File: src/rtl/mux_sel_arbiter.sv
// mux_sel_arbiter: two-requester round-robin arbiter that drives the select
// line of a 2:1 mux (requester 0 -> i0, requester 1 -> i1).
// All outputs are registered. Grants are one-hot or idle, never both.
// Optional feature: define ARB_TIMEOUT_EN to force a hand-over once the owner
// has held the path for HOLD_MAX cycles while the other side waits.
module mux_sel_arbiter #(
    parameter int unsigned HOLD_MAX = 8,
    parameter int unsigned CNT_W    = 4
) (
    input  logic clk,
    input  logic reset,
    input  logic req0,
    input  logic req1,
    input  logic done0,
    input  logic done1,
    output logic gnt0,
    output logic gnt1,
    output logic select,
    output logic busy
);

    typedef enum logic [1:0] {
        StIdle = 2'd0,
        StG0   = 2'd1,
        StG1   = 2'd2
    } state_e;

    // Reject parameter sets where the timeout could never be reached.
    if ((HOLD_MAX < 1) || (HOLD_MAX > (2 ** CNT_W) - 1)) begin : g_hold_max_check
        $error("mux_sel_arbiter: HOLD_MAX must be in 1..2**CNT_W-1");
    end

    state_e r_state;
    state_e w_state_d;
    logic   r_last;
    logic   r_gnt0;
    logic   r_gnt1;
    logic   r_select;
    logic   r_busy;

    // Forced hand-over requests (only ever set with the timeout feature).
    logic   w_timeout0;
    logic   w_timeout1;
    // Owner gives up the path this edge.
    logic   w_release0;
    logic   w_release1;
    logic   w_enter_g0;
    logic   w_enter_g1;

`ifdef ARB_TIMEOUT_EN
    localparam logic [CNT_W-1:0] HoldLast = CNT_W'(HOLD_MAX - 1);
    localparam logic [CNT_W-1:0] HoldSat  = '1;

    logic [CNT_W-1:0] r_hold_cnt;

    // Timeout fires when the owner has already been held HOLD_MAX-1 cycles
    // with the other side waiting, and the other side is still waiting now.
    always_comb begin
        w_timeout0 = (r_state == StG0) && req1 && (r_hold_cnt == HoldLast);
        w_timeout1 = (r_state == StG1) && req0 && (r_hold_cnt == HoldLast);
    end

    // Hold counter: cleared on any state change, counts contended cycles.
    always_ff @(posedge clk) begin
        if (reset) begin
            r_hold_cnt <= '0;
        end else if (w_state_d != r_state) begin
            r_hold_cnt <= '0;
        end else if (((r_state == StG0) && req1) || ((r_state == StG1) && req0)) begin
            if (r_hold_cnt != HoldSat) begin
                r_hold_cnt <= r_hold_cnt + 1'b1;
            end
        end
    end
`else
    // No forced hand-over; a grant lasts until its owner releases it.
    always_comb begin
        w_timeout0 = 1'b0;
        w_timeout1 = 1'b0;
    end
`endif

    // Release decode: explicit done, dropped request, or forced timeout.
    always_comb begin
        w_release0 = done0 || !req0 || w_timeout0;
        w_release1 = done1 || !req1 || w_timeout1;
    end

    // Next-state: round-robin in idle, direct hand-over on release.
    always_comb begin
        w_state_d = r_state;
        unique case (r_state)
            StIdle: begin
                if (req0 && req1) begin
                    w_state_d = r_last ? StG0 : StG1;
                end else if (req0) begin
                    w_state_d = StG0;
                end else if (req1) begin
                    w_state_d = StG1;
                end
            end
            StG0: begin
                if (w_release0) begin
                    w_state_d = req1 ? StG1 : StIdle;
                end
            end
            StG1: begin
                if (w_release1) begin
                    w_state_d = req0 ? StG0 : StIdle;
                end
            end
            default: w_state_d = StIdle;
        endcase
    end

    // Entry strobes drive last-winner and the mux select.
    always_comb begin
        w_enter_g0 = (w_state_d == StG0) && (r_state != StG0);
        w_enter_g1 = (w_state_d == StG1) && (r_state != StG1);
    end

    // State and registered outputs; select keeps its value through idle.
    always_ff @(posedge clk) begin
        if (reset) begin
            r_state  <= StIdle;
            r_last   <= 1'b1;
            r_gnt0   <= 1'b0;
            r_gnt1   <= 1'b0;
            r_select <= 1'b0;
            r_busy   <= 1'b0;
        end else begin
            r_state <= w_state_d;
            r_gnt0  <= (w_state_d == StG0);
            r_gnt1  <= (w_state_d == StG1);
            r_busy  <= (w_state_d != StIdle);
            if (w_enter_g0) begin
                r_last   <= 1'b0;
                r_select <= 1'b0;
            end else if (w_enter_g1) begin
                r_last   <= 1'b1;
                r_select <= 1'b1;
            end
        end
    end

    assign gnt0   = r_gnt0;
    assign gnt1   = r_gnt1;
    assign select = r_select;
    assign busy   = r_busy;

endmodule

File: config.mk
export PLATFORM = sky130hd
export DESIGN_NAME = mux_sel_arbiter
export DESIGN_NICKNAME = d
export VERILOG_FILES = /design/src/rtl/mux_sel_arbiter.sv
export SDC_FILE = /design/constraint.sdc
export NUM_CORES = 1
export LEC_CHECK = 0
export CAP_MARGIN = 20
export CORE_AREA = 2 2 39 41
export DETAILED_ROUTE_END_ITERATION = 7
export DIE_AREA = 0 0 41 43
export GPL_TIMING_DRIVEN = 0
export PLACE_DENSITY = 0.49
export SLEW_MARGIN = 20
export SYNTH_ARGS = -nofsm -noshare
export SYNTH_HDL_FRONTEND = slang
export SYNTH_SLANG_ARGS = --single-unit
File: constraint.sdc
create_clock -name clk -period 1.9 [get_ports clk]
set_clock_uncertainty 0.2 [all_clocks]
set_input_delay 0.38 -clock clk [delete_from_list [all_inputs] [get_ports clk]]
set_output_delay 0.38 -clock clk [all_outputs]
set_load 0.05 [all_outputs]
* Word level (Yosys, flattened, before mapping) *
Index checks and enable logic that the tools add are counted.

storage, ports and cells
  input bits = 6
  flip-flop bits (word level) = 7
  bits in latches = 0
  output and inout port bits = 4
  word-level logic and storage cells = 34
  memory bits (read-only) = 0
  memory bits (writable) = 0
  memories = 0

cells by class
  divide/modulo/power cells = 0
  magnitude comparators = 0
  shift operators = 0
  multipliers = 0
  bitwise gates (word level) = 0
  reduce and logical (&&, ||, !) cells = 11
  $add $sub $neg = 0
  eq/ne operators = 6
  muxes and demuxes = 11

operator list
  cell                                                                    number
  2-bit two-way mux                                                       7
  2-bit one-hot mux with 3 select lines                                   1
  2-bit by 1-bit equality test with 1-bit output (second input constant)  2
  2-bit equality test (second input constant)                             2
  2-bit nonzero test                                                      2
  1-bit logical AND                                                       3
  1-bit two-way mux                                                       3
  1-bit logical NOT                                                       2
  2-bit logical NOT                                                       1
  1-bit logical OR                                                        2
  2-bit by 1-bit != test with 1-bit output (second input constant)        1
  2-bit != test (second input constant)                                   1
  2-bit OR reduction                                                      1

* Longest topological paths before layout *
Gate-level depths: netlist of the first run.

  depth after elaboration = 8
  mapped depth = 5
  mapped depth without buffers = 4

* Least setup slack after synthesis of the first run *
OpenSTA, ideal clock, no wires.

  path type = reg2reg
  start point = register r_state[0]
  end point = register r_busy (netlist: busy)
  arrival = 1,313 ps
  buffers on the path = 1
  cell stages (with the launch flop) = 5
  path slack = 330 ps
  data required time = 1,642 ps
  cells stage by stage = dfxtp_1 buf_2 or4_4 a221oi_2 or2_1

on the way
  longest elaborated chain between the ends = 5
  elaborated cells between the ends (all ways) = 10
  those cells by class = eq/ne: 2; mux: 6; reduce/logical: 2

RTL lines
  element                                    line  RTL
  start: declaration                         33    state_e r_state;
  start signal: assignment                   125   r_state <= StIdle;
  start signal: assignment                   132   r_state <= w_state_d;
  2-bit two-way mux                          98    end else if (req1) begin
  2-bit two-way mux                          96    end else if (req0) begin
  2-bit two-way mux                          94    if (req0 && req1) begin
  2-bit one-hot mux with 3 select lines (*)  92    unique case (r_state)
  2-bit nonzero test (*)                     135   r_busy <= (w_state_d != StIdle);
  end signal: assignment                     135
  end: declaration                           39    logic r_busy;

Mark *: on every way between the ends. The rest lies on a longest branch, timed or not.
A chain may end at the register's enable or synchronous reset.

* Worst setup path after layout of the first run *
  start point = input req0
  end point = register r_busy (netlist: busy)

on the way
  longest elaborated chain between the ends = 5
  elaborated cells between the ends (all ways) = 10
  those cells by class = mux: 6; reduce/logical: 4

RTL lines
  element                                    line  RTL
  start: declaration                         12    input logic req0,
  1-bit logical NOT                          85    w_release0 = done0 || !req0 || w_timeout0;
  1-bit logical OR                           85
  2-bit two-way mux                          103   if (w_release0) begin
  2-bit one-hot mux with 3 select lines (*)  92
  2-bit nonzero test (*)                     135

Marked as above.

==> impl_metrics.env, run 1 <==
export IMPL_p_seq_share_pct=41.9
export IMPL_ant_nets=0
export IMPL_synth_distinct_cells=20
export IMPL_rsz0062_at_grt="false"
export IMPL_cts_tree="yes"
export IMPL_io_buffers=9
export IMPL_clock_path_buffers=2
export IMPL_pwr_share_comb_pct=24.8
export IMPL_multiInputGateArea_um2=161.4
export IMPL_yosys_register_bits=7
export IMPL_powerDensity_mw_per_mm2=894.6
export IMPL_grt_pass1_vias=267
export IMPL_hold_path_class="reg -> reg"
export IMPL_cp_startpoint="req0"
export IMPL_synthesis_nets=38
export IMPL_synth_seq_area_share_pct=43.58
export IMPL_finalCritPeriodShare_pct=96.28
export IMPL_synth_top_area_share_pct=43.58
export IMPL_setup_violations=0
export IMPL_track_usage_pct=9.950
export IMPL_fin_setup_tns_ns=0
export IMPL_synth_area_leaders="dfxtp_1 (44%), a211o_1 (8.2%), a221oi_2 (4.7%)"
export IMPL_insertion_delay_ns=0.25
export IMPL_finalHoldViolations=0
export IMPL_ctsHtreeMaxLevel=1
export IMPL_fmax_mhz=546.7
export IMPL_antenna_found_initial=0
export IMPL_max_cap_violations=0
export IMPL_nNetsFinal=52
export IMPL_grt_first_pass_wirelength_mm=1.138
export IMPL_cts_buffers_inserted=3
export IMPL_wl_per_cell_um=10.62
export IMPL_grt_overflow_total=0
export IMPL_dieWidth_um=41
export IMPL_rr_startpoint="r_state[1]"
export IMPL_core_mm2=0.001384
export IMPL_synthToLayoutAreaGrowth_pct=40.86
export IMPL_seq_area_um2=140.1
export IMPL_cp_data_arrival_time_ns=1.82
export IMPL_synth_cell_area_um2=321.6
export IMPL_synthFlopType="dfxtp_1"
export IMPL_drt_initial_drc_count=1
export IMPL_swShare_pct=30.50
export IMPL_placementRows=14
export IMPL_p_leak_nw=0.2166
export IMPL_boundaryPins=10
export IMPL_start_util_pct=23.24
export IMPL_cts_root_buf="clkbuf_4"
export IMPL_die_area_mm2=0.001763
export IMPL_worstHoldStart="select"
export IMPL_drive_gt1_share_pct=22.22
export IMPL_route_detailed_drc=0
export IMPL_cts_hold_buf=0
export IMPL_ir_drop_uv=362.9
export IMPL_cts_sinks=7
export IMPL_maxSlewHeadroom_pct=67.71
export IMPL_synth_edf_count=0
export IMPL_syn_inst=32
export IMPL_grt_max_degree=10
export IMPL_run_status="complete, no violations"
export IMPL_internal_power_mw=0.2816
export IMPL_start_kind="primary input"
export IMPL_num_vias=282
export IMPL_synth_warnings=0
export IMPL_avgViaCountPerCell=4.623
export IMPL_fin_crit_ns=1.829
export IMPL_fin_total_pwr_mw=0.4052
export IMPL_diodes=0
export IMPL_chipHeight_um=43
export IMPL_synth_cells_most_frequent="dfxtp_1 (7), a211o_1 (3), inv_1 (3), o21ai_0 (2), o31ai_1 (2)"
export IMPL_fillers=152
export IMPL_p_switching_mw=0.1236
export IMPL_detailed_place_hpwl_um=478.5
export IMPL_worstSetupPathType="in -> reg"
export IMPL_worst_path_max_fanout=4
export IMPL_synthMostInstantiatedCell="dfxtp_1"
export IMPL_finalMaxSlewViolations=0
export IMPL_tightest_slew_ns=0.4863
export IMPL_synth_top_area_cell="dfxtp_1"
export IMPL_dr_pass1_iters=2
export IMPL_clk_pin_slew_ns=0.05
export IMPL_end_kind="flip-flop"
export IMPL_wirelength_um=648
export IMPL_post_synth_cell_area_avg_um2=10.05
export IMPL_critPathRequiredTime_ns=1.89
export IMPL_clkPwrFrac_pct=33.3
export IMPL_async_flop_share_pct=0
export IMPL_routabilityCongestion=0.7596
==> logic make-up (layout without fill, tap and decap cells) <==
group / after synthesis / after routing / synth area share, %
AO/OA/AOI/OAI: 12 / 12 / 31.91
AND/OR/NAND/NOR: 8 / 8 / 18.29
flip-flops: 7 / 7 / 43.58
buffers and inverters: 5 / 18 / 6.223
==> cells in the final DEF (no fill, tap or decap) <==
cell type        synthesis  final
dfxtp_1                  7      7
o211a_1                  1      1
a21boi_1                 0      1
and4bb_2                 1      1
or4_4                    1      1
inv_2                    1      2
dlygate4sd2_1            0      4
clkdlybuf4s50_1          0      5
buf_2                    1      1
nor2_1                   1      1
clkbuf_1                 0      1
a221oi_1                 1      1
nor2b_1                  1      1
o311a_1                  1      1
and2_1                   1      1
inv_1                    3      2
or2_1                    1      1
o21ai_0                  2      2
nand2_1                  1      1
a221oi_2                 1      1
a211o_1                  3      3
nand2b_2                 1      1
clkbuf_4                 0      3
o31ai_1                  2      2
==> power by group through the flow <==
stage / Combinational (mW) / Sequential (mW) / Clock (mW)
after floorplan: 0.0385 / 0.203 / 0
after global placement: 0.105 / 0.172 / 0
after detailed placement: 0.106 / 0.173 / 0
after CTS: 0.100 / 0.170 / 0.142
after global routing: 0.109 / 0.171 / 0.149
final: 0.101 / 0.170 / 0.135
==> path summary, 6_finish.rpt <==
| kind | to | slack [ns] | depth (start not counted) |
|---|---|---|---|
| setup / recovery | busy | 0.07 | 5 |
| setup reg to reg | busy | 0.23 | 4 |
| hold reg to reg | select | 0.30 | 1 |
| hold / removal | select | 0.30 | 1 |
==> registers in the layout, summed over array words and instances (netlist names) <==
| signal | count |
|---|---|
| busy | 1 |
| gnt0 | 1 |
| gnt1 | 1 |
| r_last | 1 |
| r_state | 2 |
| select | 1 |
==> critical path: stages <==
cell	delay [ns]
clkdlybuf4s50_1	0.51
inv_2	0.07
or4_4	0.49
a221oi_2	0.24
or2_1	0.13
==> area by class of cell <==
cell class / instances / area share [%]
buffer: 1 / 1.105
clock buffer: 4 / 5.801
inverter: 4 / 3.315
multi-input combinational: 20 / 35.64
sequential: 7 / 30.94
tap: 16 / 4.420
timing repair buffer: 9 / 18.78
==> timing repair <==
action,4_1_cts,5_1_grt
resized for setup,4,2
pin swaps,0,1
setup buffers,0,0
endpoints found under the setup margin,4,1
==> through the flow <==
| stage | cell area (µm²) | util, % | cells | setup slack, ns | hold WS, ns |
|---|---|---|---|---|---|
| global placement | 431.7 | 31.19 | 57 | -0.1995 | 0.2857 |
| global route | 452.9 | 32.73 | 61 | 0.002373 | 0.3327 |
| floorplan | 321.6 | - | 32 | 0.3296 | 0.2499 |
| detailed placement | 431.7 | 31.19 | 57 | -0.2113 | 0.2981 |
| finish | 452.9 | 32.73 | 61 | 0.07072 | 0.3035 |
| CTS | 452.9 | 32.73 | 61 | 0.03792 | 0.3089 |
==> per-layer routing <==
| metal | track usage (%) | up-vias | wire length [µm] |
|---|---|---|---|
| met5 | 0 | - | 0 |
| met4 | 8.000 | 0 | 10 |
| met3 | 4.712 | 2 | 34 |
| met2 | 12.19 | 7 | 306 |
| met1 | 12.58 | 128 | 297 |
| li1 | - | 145 | - |
(Power assumes the default switching activity.)
==> inputs of run 2 (changes only) <==
--- a/config.mk
+++ b/config.mk
@@ -7,6 +7,7 @@
 export LEC_CHECK = 0
 export CAP_MARGIN = 20
 export CORE_AREA = 2 2 39 41
+export CTS_BUF_LIST = sky130_fd_sc_hd__clkbuf_8
 export DETAILED_ROUTE_END_ITERATION = 7
 export DIE_AREA = 0 0 41 43
 export GPL_TIMING_DRIVEN = 0
==> impl_metrics.env, run 2 (synthesis gave the netlist of run 1 again) <==
export IMPL_routabilityCongestion=0.7596
export IMPL_finalCritPeriodShare_pct=94.54
export IMPL_detailed_place_hpwl_um=478.5
export IMPL_grt_first_pass_wirelength_mm=1.159
export IMPL_wl_met1_um=296
export IMPL_diodes=0
export IMPL_synthToLayoutAreaGrowth_pct=50.58
export IMPL_nNetsFinal=52
export IMPL_drt_initial_drc_count=1
export IMPL_boundaryPins=10
export IMPL_fin_setup_tns_ns=0
export IMPL_tightest_slew_ns=0.4974
export IMPL_num_vias=282
export IMPL_start_kind="primary input"
export IMPL_met3WireLength_um=42
export IMPL_ir_drop_uv=331.0
export IMPL_cts_sinks=7
export IMPL_route_detailed_drc=0
export IMPL_finalHoldViolations=0
export IMPL_start_util_pct=23.24
export IMPL_chipHeight_um=43
export IMPL_antenna_found_initial=0
export IMPL_finalWorstSetupSlack_ns=0.1037
export IMPL_rsz0062_at_grt="false"
export IMPL_worstSetupPathType="in -> reg"
export IMPL_cts_buffers_inserted=3
export IMPL_mostFrequentLayoutCell="dfxtp_1"
export IMPL_ant_nets=0
export IMPL_die_area_mm2=0.001763
export IMPL_largest_reg_flops=2
export IMPL_wl_per_cell_um=10.66
export IMPL_track_usage_pct=10.05
export IMPL_final_cell_mix="dfxtp_1 (7), dlymetal6s2s_1 (4)"
export IMPL_dp_slack_ns=-0.2113
export IMPL_max_cap_violations=0
export IMPL_avgViaCountPerCell=4.623
export IMPL_io_buffers=9
export IMPL_core_mm2=0.001384
export IMPL_hold_path_class="reg -> reg"
export IMPL_finalMaxSlewViolations=0
export IMPL_run_status="complete, no violations"
export IMPL_cp_data_arrival_time_ns=1.71
export IMPL_cts_root_buf="clkbuf_8"
export IMPL_grt_pass1_vias=281
export IMPL_dieWidth_um=41
export IMPL_end_kind="flip-flop"
export IMPL_drive_gt1_share_pct=22.22
export IMPL_grt_max_degree=10
export IMPL_cts_tree="yes"
export IMPL_worst_path_max_fanout=7
export IMPL_regMostFlops="r_state"
export IMPL_placementRows=14
export IMPL_final_util_pct=34.99
export IMPL_dr_pass1_iters=2
export IMPL_routed_wl_met2_um=312
export IMPL_ctsHtreeMaxLevel=1
export IMPL_fmax_mhz=556.7
export IMPL_powerDensity_mw_per_mm2=985.3
export IMPL_maxSlewHeadroom_pct=66.78
export IMPL_top_layer="met3"
export IMPL_clk_pin_slew_ns=0.04
export IMPL_fin_crit_ns=1.796
export IMPL_grt_overflow_total=0
export IMPL_setup_violations=0
export IMPL_wirelength_um=650
export IMPL_critPathRequiredTime_ns=1.81
export IMPL_p_leak_nw=0.2691
export IMPL_fin_total_pwr_mw=0.4771
export IMPL_clock_path_buffers=2
export IMPL_insertion_delay_ns=0.23
-- run 2: metal layers --
layer / up-vias / track usage, %
met3: 0 / 6.283
li1: 147 / -
met2: 7 / 12.81
met1: 128 / 12.26
met5: - / 0
met4: 0 / 6.000
-- run 2: repair_timing --
action,CTS,global route
endpoints found under the setup margin,2,3
resized for setup,2,6
buffers inserted,0,0
cloned,0,0
endpoints found under the hold margin,0,0
hold buffers,0,0
pin swaps,0,1
-- run 2: final timing paths --
check | to | slack [ns] | start | cells past startpoint
setup / recovery | busy | 0.10 | reset | 5
hold / removal | select | 0.30 | select | 1
setup reg to reg | busy | 0.23 | r_state[1] | 4
hold reg to reg | select | 0.30 | select | 1
-- run 2: per-stage QoR --
stage          std cells  hold slack, ns  instance area, µm²
2_1_floorplan         32          0.2499               321.6
3_3_place_gp          57          0.2857               431.7
3_5_place_dp          57          0.2981               431.7
4_1_cts               61          0.3053               474.2
5_1_grt               61          0.3287               484.2
6_report              61          0.3027               484.2
-- run 2: layout make-up --
cell class                 instances  area (µm²)
buffer                             1       5.005
clock inverter                     1       3.754
clock buffer                       3       41.29
timing repair buffer               9       97.59
sequential                         7       140.1
tap                               16       20.02
multi-input combinational         20       161.4
inverter                           4       15.01
fill                             146       899.6
-- run 2: power by group --
group | total, mW | leakage, nW | internal (mW) | switching (mW)
sequential | 0.170 | 0.0579 | 0.163 | 0.00778
clock | 0.204 | 0.0269 | 0.140 | 0.0641
combinational | 0.103 | 0.184 | 0.0420 | 0.0612
-- run 2: critical path, cell delays in order --
cell and delay (ns):
clkdlybuf4s50_1 0.61, and4bb_2 0.27, o21ai_0 0.10, o31ai_1 0.13, or2_1 0.21
